===== src/rtl/pipeline_ctrl_if.sv =====
// Bundle of decode/execute hazard inputs and pipeline-register control outputs
// exchanged between the RV32IM datapath (master) and pipeline_ctrl (slave).
interface pipeline_ctrl_if #(
    parameter int CNT_W = 16
);
    // Decode-stage view
    logic             id_valid;
    logic [4:0]       id_rs1;
    logic [4:0]       id_rs2;
    logic             id_use_rs1;
    logic             id_use_rs2;
    logic             id_muldiv;

    // Execute-stage view
    logic             ex_valid;
    logic             ex_mem_read;
    logic [4:0]       ex_rd;
    logic             ex_branch_taken;

    logic             cnt_clr;

    // Pipeline-register enables and sequencing
    logic             stall_if;
    logic             stall_id;
    logic             hold_ex;
    logic             bubble_ex;
    logic             bubble_mem;
    logic             flush_id;
    logic             pc_redirect;
    logic             muldiv_start;
    logic             md_busy;
    logic [CNT_W-1:0] stall_cycles;

    modport master (
        output id_valid, id_rs1, id_rs2, id_use_rs1, id_use_rs2, id_muldiv,
        output ex_valid, ex_mem_read, ex_rd, ex_branch_taken, cnt_clr,
        input  stall_if, stall_id, hold_ex, bubble_ex, bubble_mem, flush_id,
        input  pc_redirect, muldiv_start, md_busy, stall_cycles
    );

    modport slave (
        input  id_valid, id_rs1, id_rs2, id_use_rs1, id_use_rs2, id_muldiv,
        input  ex_valid, ex_mem_read, ex_rd, ex_branch_taken, cnt_clr,
        output stall_if, stall_id, hold_ex, bubble_ex, bubble_mem, flush_id,
        output pc_redirect, muldiv_start, md_busy, stall_cycles
    );
endinterface


===== src/rtl/pipeline_ctrl.sv =====
// Hazard and sequencing controller for the 5-stage RV32IM pipeline: load-use
// stalls, taken-branch flushes, multi-cycle mul/div occupancy and a stall counter.
module pipeline_ctrl #(
    parameter int MULDIV_LATENCY = 4,
    parameter int CNT_W          = 16
) (
    input  logic           clk,
    input  logic           rst,
    pipeline_ctrl_if.slave ctl
);

    typedef enum logic {
        IDLE    = 1'b0,
        MD_BUSY = 1'b1
    } state_e;

    typedef struct packed {
        logic stall_if;
        logic stall_id;
        logic hold_ex;
        logic bubble_ex;
        logic bubble_mem;
        logic flush_id;
        logic pc_redirect;
        logic muldiv_start;
        logic md_busy;
    } ctrl_t;

    localparam logic [4:0] MD_RELOAD = 5'(MULDIV_LATENCY - 1);
    localparam bit         MD_MULTI  = (MULDIV_LATENCY > 1);

    state_e           state_q, state_d;
    logic [4:0]       md_cnt_q, md_cnt_d;
    logic [CNT_W-1:0] stall_cnt_q, stall_cnt_d;

    logic  rs1_hit;
    logic  rs2_hit;
    logic  load_use;
    ctrl_t ctrl_raw;
    ctrl_t ctrl_out;

    // x0 is hard-wired to zero, so a load targeting it can never feed a consumer.
    always_comb begin
        rs1_hit  = ctl.id_use_rs1 && (ctl.id_rs1 == ctl.ex_rd);
        rs2_hit  = ctl.id_use_rs2 && (ctl.id_rs2 == ctl.ex_rd);
        load_use = ctl.ex_valid && ctl.ex_mem_read && (ctl.ex_rd != 5'd0)
                   && ctl.id_valid && (rs1_hit || rs2_hit);
    end

    always_comb begin
        // NOTE: every output of this block gets a default first so no latch is inferred.
        ctrl_raw = '0;
        state_d  = state_q;
        md_cnt_d = md_cnt_q;

        unique case (state_q)
            IDLE: begin
                // A taken branch kills the younger instructions, so any hazard is moot.
                if (ctl.ex_branch_taken) begin
                    ctrl_raw.pc_redirect = 1'b1;
                    ctrl_raw.flush_id    = 1'b1;
                    ctrl_raw.bubble_ex   = 1'b1;
                end else if (load_use) begin
                    ctrl_raw.stall_if  = 1'b1;
                    ctrl_raw.stall_id  = 1'b1;
                    ctrl_raw.bubble_ex = 1'b1;
                end else if (ctl.id_valid && ctl.id_muldiv) begin
                    ctrl_raw.muldiv_start = 1'b1;
                    if (MD_MULTI) begin
                        state_d  = MD_BUSY;
                        md_cnt_d = MD_RELOAD;
                    end
                end
            end

            MD_BUSY: begin
                ctrl_raw.stall_if   = 1'b1;
                ctrl_raw.stall_id   = 1'b1;
                ctrl_raw.hold_ex    = 1'b1;
                ctrl_raw.bubble_mem = 1'b1;
                ctrl_raw.md_busy    = 1'b1;
                md_cnt_d            = md_cnt_q - 5'd1;
                if (md_cnt_q <= 5'd1) begin
                    state_d  = IDLE;
                    md_cnt_d = 5'd0;
                end
            end

            default: begin
                state_d  = IDLE;
                md_cnt_d = 5'd0;
            end
        endcase
    end

    // Outputs are forced low for the whole reset window, not just after the edge.
    always_comb begin
        ctrl_out = rst ? '0 : ctrl_raw;
    end

    always_comb begin
        stall_cnt_d = stall_cnt_q;
        if (ctl.cnt_clr) begin
            stall_cnt_d = '0;
        end else if (ctrl_out.stall_id && !(&stall_cnt_q)) begin
            stall_cnt_d = stall_cnt_q + 1'b1;
        end
    end

    // NOTE: sequential state uses non-blocking assignments so all registers see pre-edge values.
    always_ff @(posedge clk or posedge rst) begin
        if (rst) begin
            state_q     <= IDLE;
            md_cnt_q    <= 5'd0;
            stall_cnt_q <= '0;
        end else begin
            state_q     <= state_d;
            md_cnt_q    <= md_cnt_d;
            stall_cnt_q <= stall_cnt_d;
        end
    end

    assign ctl.stall_if     = ctrl_out.stall_if;
    assign ctl.stall_id     = ctrl_out.stall_id;
    assign ctl.hold_ex      = ctrl_out.hold_ex;
    assign ctl.bubble_ex    = ctrl_out.bubble_ex;
    assign ctl.bubble_mem   = ctrl_out.bubble_mem;
    assign ctl.flush_id     = ctrl_out.flush_id;
    assign ctl.pc_redirect  = ctrl_out.pc_redirect;
    assign ctl.muldiv_start = ctrl_out.muldiv_start;
    assign ctl.md_busy      = ctrl_out.md_busy;
    assign ctl.stall_cycles = stall_cnt_q;

endmodule

===== src/flat_wrapper.sv =====
// flat-port wrapper written by rule: the top's interface ports become plain ports
module pipeline_ctrl_flat 
#(
    parameter int MULDIV_LATENCY = 4,
    parameter int CNT_W          = 16
)
  (clk, rst, ctl_id_valid, ctl_id_rs1, ctl_id_rs2, ctl_id_use_rs1, ctl_id_use_rs2, ctl_id_muldiv, ctl_ex_valid, ctl_ex_mem_read, ctl_ex_rd, ctl_ex_branch_taken, ctl_cnt_clr, ctl_stall_if, ctl_stall_id, ctl_hold_ex, ctl_bubble_ex, ctl_bubble_mem, ctl_flush_id, ctl_pc_redirect, ctl_muldiv_start, ctl_md_busy, ctl_stall_cycles);
  pipeline_ctrl_if #(.CNT_W(CNT_W)) ctl_i ();
  input  logic clk;
  input  logic rst;
  input wire logic [$bits(ctl_i.id_valid)-1:0] ctl_id_valid;
  input wire logic [$bits(ctl_i.id_rs1)-1:0] ctl_id_rs1;
  input wire logic [$bits(ctl_i.id_rs2)-1:0] ctl_id_rs2;
  input wire logic [$bits(ctl_i.id_use_rs1)-1:0] ctl_id_use_rs1;
  input wire logic [$bits(ctl_i.id_use_rs2)-1:0] ctl_id_use_rs2;
  input wire logic [$bits(ctl_i.id_muldiv)-1:0] ctl_id_muldiv;
  input wire logic [$bits(ctl_i.ex_valid)-1:0] ctl_ex_valid;
  input wire logic [$bits(ctl_i.ex_mem_read)-1:0] ctl_ex_mem_read;
  input wire logic [$bits(ctl_i.ex_rd)-1:0] ctl_ex_rd;
  input wire logic [$bits(ctl_i.ex_branch_taken)-1:0] ctl_ex_branch_taken;
  input wire logic [$bits(ctl_i.cnt_clr)-1:0] ctl_cnt_clr;
  output wire logic [$bits(ctl_i.stall_if)-1:0] ctl_stall_if;
  output wire logic [$bits(ctl_i.stall_id)-1:0] ctl_stall_id;
  output wire logic [$bits(ctl_i.hold_ex)-1:0] ctl_hold_ex;
  output wire logic [$bits(ctl_i.bubble_ex)-1:0] ctl_bubble_ex;
  output wire logic [$bits(ctl_i.bubble_mem)-1:0] ctl_bubble_mem;
  output wire logic [$bits(ctl_i.flush_id)-1:0] ctl_flush_id;
  output wire logic [$bits(ctl_i.pc_redirect)-1:0] ctl_pc_redirect;
  output wire logic [$bits(ctl_i.muldiv_start)-1:0] ctl_muldiv_start;
  output wire logic [$bits(ctl_i.md_busy)-1:0] ctl_md_busy;
  output wire logic [$bits(ctl_i.stall_cycles)-1:0] ctl_stall_cycles;
  assign ctl_i.id_valid = ctl_id_valid;
  assign ctl_i.id_rs1 = ctl_id_rs1;
  assign ctl_i.id_rs2 = ctl_id_rs2;
  assign ctl_i.id_use_rs1 = ctl_id_use_rs1;
  assign ctl_i.id_use_rs2 = ctl_id_use_rs2;
  assign ctl_i.id_muldiv = ctl_id_muldiv;
  assign ctl_i.ex_valid = ctl_ex_valid;
  assign ctl_i.ex_mem_read = ctl_ex_mem_read;
  assign ctl_i.ex_rd = ctl_ex_rd;
  assign ctl_i.ex_branch_taken = ctl_ex_branch_taken;
  assign ctl_i.cnt_clr = ctl_cnt_clr;
  assign ctl_stall_if = ctl_i.stall_if;
  assign ctl_stall_id = ctl_i.stall_id;
  assign ctl_hold_ex = ctl_i.hold_ex;
  assign ctl_bubble_ex = ctl_i.bubble_ex;
  assign ctl_bubble_mem = ctl_i.bubble_mem;
  assign ctl_flush_id = ctl_i.flush_id;
  assign ctl_pc_redirect = ctl_i.pc_redirect;
  assign ctl_muldiv_start = ctl_i.muldiv_start;
  assign ctl_md_busy = ctl_i.md_busy;
  assign ctl_stall_cycles = ctl_i.stall_cycles;
  pipeline_ctrl #(.MULDIV_LATENCY(MULDIV_LATENCY), .CNT_W(CNT_W)) u_core (.clk(clk), .rst(rst), .ctl(ctl_i));
endmodule

===== config.mk =====
export PLATFORM = sky130hd
export DESIGN_NAME = pipeline_ctrl_flat
export DESIGN_NICKNAME = d
export VERILOG_FILES = /design/src/rtl/pipeline_ctrl_if.sv /design/src/rtl/pipeline_ctrl.sv /design/src/flat_wrapper.sv
export SDC_FILE = /design/constraint.sdc
export NUM_CORES = 1
export LEC_CHECK = 0
export CAP_MARGIN = 20
export CORE_MARGIN = 10
export CORE_UTILIZATION = 45
export DETAILED_ROUTE_END_ITERATION = 8
export PLACE_DENSITY_LB_ADDON = 0.3
export SLEW_MARGIN = 5
export SYNTH_ARGS = -nofsm -noshare
export SYNTH_HDL_FRONTEND = slang
export SYNTH_SLANG_ARGS = --single-unit

===== constraint.sdc =====
create_clock -name clk -period 3.2 [get_ports clk]
set_clock_uncertainty 0.2 [all_clocks]
set_input_delay 0.64 -clock clk [delete_from_list [all_inputs] [get_ports clk]]
set_output_delay 0.64 -clock clk [all_outputs]
set_load 0.02 [all_outputs]

Yosys cells after proc, flatten, opt, wreduce, memory -nomap -nowiden
Cells that the tools add are included.
{"block": "classes", "n_addsub": 2, "magnitude_cmp": 1, "n_eq_ne": 5, "mux": 22, "bitwise_logic": 1, "n_reduce_logical": 14}
{"operator": "16-bit two-way mux", "count": 2}
{"operator": "5-bit two-way mux", "count": 4}
{"operator": "16-bit by 1-bit adder with 16-bit output (second input constant)", "count": 1}
{"operator": "16-bit AND reduction", "count": 1}
{"operator": "5-bit == test", "count": 2}
{"operator": "5-bit one-hot mux with 2 select lines", "count": 1}
{"operator": "9-bit two-way mux", "count": 1}
{"operator": "1-bit logical AND", "count": 8}
{"operator": "1-bit two-way mux", "count": 8}
{"operator": "2-bit two-way mux", "count": 3}
{"operator": "5-bit by 1-bit less-or-equal comparator with 1-bit output (second input constant)", "count": 1}
{"operator": "5-bit nonzero test", "count": 1}
{"operator": "5-bit by 1-bit subtractor with 5-bit output (second input constant)", "count": 1}
{"operator": "2-bit != test (second input constant)", "count": 2}
{"operator": "2-bit one-hot mux with 2 select lines", "count": 1}
{"operator": "3-bit two-way mux", "count": 1}
{"operator": "3-bit AND reduction", "count": 1}
{"operator": "2-bit by 1-bit != test with 1-bit output (second input constant)", "count": 1}
{"operator": "1-bit one-hot mux with 2 select lines", "count": 1}
{"operator": "2-bit nonzero test", "count": 1}
{"operator": "1-bit logical NOT", "count": 1}
{"operator": "1-bit logical OR", "count": 1}
{"operator": "1-bit inverter", "count": 1}
{"block": "totals", "reg_bits": 22, "in_bits": 25, "out_inout_bits": 25}

Logic depth before layout (Yosys ltp)
{"block": "logic_depth", "ltp_word": 11, "depth_mapped": 9, "mapped_depth_nobuf": 7}

Worst setup path before layout
OpenSTA, ideal clock, no wires.
{"block": "synth_timing", "path_type": "input port to output port", "from": "input port ctl_ex_rd[3]", "to": "output port ctl_muldiv_start", "t_arrival_ns": 2.275, "t_required_ns": 2.360, "slack_ns": 0.085, "cell_stages": 5, "cell_sequence": "or4_1 -> o2111ai_2 -> inv_1 -> a211o_1 -> nor3_1"}
{"block": "synth_via", "elab_chain_len": 8, "elab_cells_between_ends": 13, "cone_classes": "eq/ne (2); mux (4); reduce/logical (7)"}
{"item": "from (decl)", "line": "flat_wrapper.sv:19", "source": "input wire logic [$bits(ctl_i.ex_rd)-1:0] ctl_ex_rd;"}
{"item": "5-bit == test, or another cell as far along", "line": "pipeline_ctrl.sv:44", "source": "rs1_hit = ctl.id_use_rs1 && (ctl.id_rs1 == ctl.ex_rd);"}
{"item": "1-bit logical AND (on tied branches)", "line": "pipeline_ctrl.sv:44, pipeline_ctrl.sv:45, pipeline_ctrl.sv:46"}
{"item": "1-bit logical OR / 1-bit logical AND (equally long branches)", "line": "pipeline_ctrl.sv:47", "source": "&& ctl.id_valid && (rs1_hit || rs2_hit);"}
{"item": "1-bit logical AND (*)", "line": "pipeline_ctrl.sv:47"}
{"item": "1-bit two-way mux (*)", "line": "pipeline_ctrl.sv:63", "source": "end else if (load_use) begin"}
{"item": "1-bit two-way mux (*)", "line": "pipeline_ctrl.sv:59", "source": "if (ctl.ex_branch_taken) begin"}
{"item": "3-bit two-way mux (*)", "line": "pipeline_ctrl.sv:56", "source": "unique case (state_q)"}
{"item": "9-bit two-way mux (*)", "line": "pipeline_ctrl.sv:98", "source": "ctrl_out = rst ? '0 : ctrl_raw;"}
{"item": "to (decl)", "line": "flat_wrapper.sv:29", "source": "output wire logic [$bits(ctl_i.muldiv_start)-1:0] ctl_muldiv_start;"}
Mark *: on every way between the ends. The rest lies on a longest branch, timed or not.

Worst setup path in the final report
{"block": "layout_timing", "from": "input port ctl_ex_rd[4]", "to": "output port ctl_muldiv_start"}
Same word-level chain as after synthesis.

==> results.yml <==
outcome:
  status: "completed"
detailed_routing:
  wl_met1_mm: 1.739
  drt-initial-drc-count: 77
  wire_per_inst_microns: 17.69
  top_layer: "met4"
  drcViolationCount: 0
  wl_mm: 4.581
  met2WireLength_mm: 2.532
  vias: 1513
  wl_met3_microns: 240
  drt.antenna.violating_nets: 0
  drt_first_pass_iters: 4
  vias_per_cell: 5.842
finish:
  n_antenna_cell: 0
  layout-drive-gt1-share_pct: 13.95
  fill_cells: 271
  area.growth.synth_to_final_pct: 39.93
  register_area_sq_um: 550.5
  postLayoutCoreUtil_pct: 66.69
  nets: 244
  design_area_sq_um: 2069
  multi_input_area_sq_um: 835.8
yosys:
  synthesis.area_sq_um: 1479
  synth_edf_count: 0
  synthTopCellsByCount: "dfrtp_1, a21oi_1, o31ai_1, or4_1, nand3_1"
  synth_cell_type_count: 36
  synthTopCellsByArea: "dfrtp_1, o31ai_1, or4_1"
  synth.avg_cell_area_sq_um: 9.018
  synth_cells: 164
  yosysTopAreaCell: "dfrtp_1"
  synth_most_common_cell: "dfrtp_1"
  synth_warnings: 0
  syn-num-nets: 192
  yosysSeqAreaShare_pct: 37.23
  yosysTopAreaCellShare_pct: 37.23
  synth-main-ff-cell: "dfrtp_1"
  ys_async_sr_fraction_pct: 100.0
  synth_seq_cells: 22
grt:
  overflow: 0
  grt_max_degree: 32
  grt_pass1_wl_mm: 7.686
  antenna_found_initial: 0
  grt_pass1_vias: 1641
  groute.usage.overall_pct: 15.26
power_and_ir_drop:
  p_per_area_nw_per_um2: 429.9
  p_leak_uw: 0.0008046
  ir_drop_v: 0.0002691
die:
  dieWidth_microns: 77.33
  design.core.area_sq_um: 3103
  rows: 20
  dieHeight_microns: 77.33
  dieArea_sq_um: 5979
  start_util_pct: 47.66
  io_pins: 50
critical_path:
  cp_slowest_stage_delay_ps: 520
  r2r_cells: 6
  crit_required_ps: 2360
  cp_num_cells: 7
  crit_path_end_kind: "output pin"
  worstPathCellList: "clkdlybuf4s15_1 -> or4_4 -> o2111ai_2 -> inv_1 -> a211o_1 -> nor3_2 -> buf_4"
  cp_top_family: "simple AND/OR/NAND/NOR gates"
  cp_slowest_cell: "or4_4"
  r2r_slack_ps: 850
  critical_path_class: "in -> out"
  crit_arrival_ps: 2280
  path_buf_inv: 3
  crit_path_max_fanout: 2
  startpoint_type: "input port"
worst_hold_path:
  hold_path.class: "reg -> reg"
  hold_depth: 1
timing:
  slew_headroom_pct: 42.71
  drv_slew: 0
  fmax_mhz: 320.3
  finalCritPeriodShare_pct: 97.56
  tightestPinTransition_ps: 858.5
  setup_slack_ps: 78.13
  setup_tns_ps: 0
  rsz0062_at_grt: "false"
  period_needed_ps: 3122
  setup_viol: 0
  finalHoldViolations: 0
clock_network:
  htreeDepth: 1
  cts.sinks: 22
  cts_setup_buffers: 0
  cts_tree: "done"
  cts.clk_slew.worst_paths_ps: 130
  cts_buffers: 3
  root_buffer: "clkbuf_4"
  insertion_delay_ps: 310
  cts_buffer_depth: 2
placed_design:
  dpl_worst_slack_ps: -663.5
  place_hpwl_mm: 3.494
  finalWeightedCongestion: 0.7812
  place_area_sq_um: 2024
  io_buffers: 49
job:
  cap_violations: 0
flip-flops by register name, indices dropped and copies added (netlist names):
| signal | flops |
|---|---|
| u_core.ctl.stall_cycles | 16 |
| u_core.state_q | 1 |
| u_core.md_cnt_q | 5 |
path summary, 6_finish.rpt:
| path | end | from |
|---|---|---|
| max | ctl_muldiv_start | ctl_ex_rd[4] |
| min | u_core.md_cnt_q[0] | u_core.md_cnt_q[0] |
| max reg2reg | u_core.ctl.stall_cycles[15] | u_core.ctl.stall_cycles[7] |
| min reg2reg | u_core.md_cnt_q[0] | u_core.md_cnt_q[0] |
| max in group asynchronous | u_core.ctl.stall_cycles[14] | rst |
| min in group asynchronous | u_core.md_cnt_q[4] | rst |
report_power, final:
part | total [uW] | internal [uW] | switching, uW
clock network | 159 | 69.5 | 89.7
registers | 377 | 317 | 59.9
logic | 354 | 156 | 198
total | 890 | 542 | 347
through the flow:
step           total power (uW)  hold WS (ps)  instances
3_3_place_gp              714.7         341.1        255
6_report                  889.7         372.1        259
5_1_grt                   958.6         400.0        259
3_5_place_dp              739.3         353.7        255
2_1_floorplan             611.7         308.7        164
4_1_cts                   886.5         375.0        259
cell type report:
type	count	area share (%)
clock buffer	4	1.753
timing repair buffer	60	26.96
inverter	9	1.632
sequential	22	26.60
tap	44	2.660
multi-input combinational	120	40.39
timing repair:
action | CTS | global route
hold buffers | 0 | 0
pin swaps | 4 | 5
gates resized for setup | 24 | 7
setup endpoints to repair | 4 | 2
logic make-up (layout without fill, tap and decap cells):
family | count (synthesis) | in the layout | share of synthesized area [%]
AOI/OAI and AO/OA | 50 | 50 | 23.52
xor gates and xnor gates | 10 | 10 | 5.922
adders and majority gates | 3 | 3 | 2.538
buffers and inverters | 22 | 73 | 7.867
DFF | 22 | 22 | 37.23
and+or+nand+nor | 57 | 57 | 22.93
layer usage:
layer | vias up | global-route usage (%)
li1 | 722 | -
met1 | 740 | 14.82
met2 | 43 | 30.43
met3 | 8 | 4.079
met4 | 0 | 4.197
met5 | - | 0
cells in the final DEF (no fill, tap or decap), drive strengths merged, types with 2 or more instances in the layout:
| cell | instances |
|---|---|
| or4 | 13 |
| nand2 | 6 |
| clkdlybuf4s50 | 40 |
| or3 | 5 |
| dfrtp | 22 |
| nor3 | 5 |
| nor2 | 3 |
| a21oi | 19 |
| ha | 3 |
| clkbuf | 5 |
| nand4 | 5 |
| buf | 14 |
| inv | 9 |
| o31ai | 13 |
| xnor2 | 10 |
| and3 | 4 |
| o21ai | 9 |
| a21o | 2 |
| o2111ai | 2 |
| nand3 | 12 |
| clkdlybuf4s15 | 3 |
(Power assumes the default switching activity.)
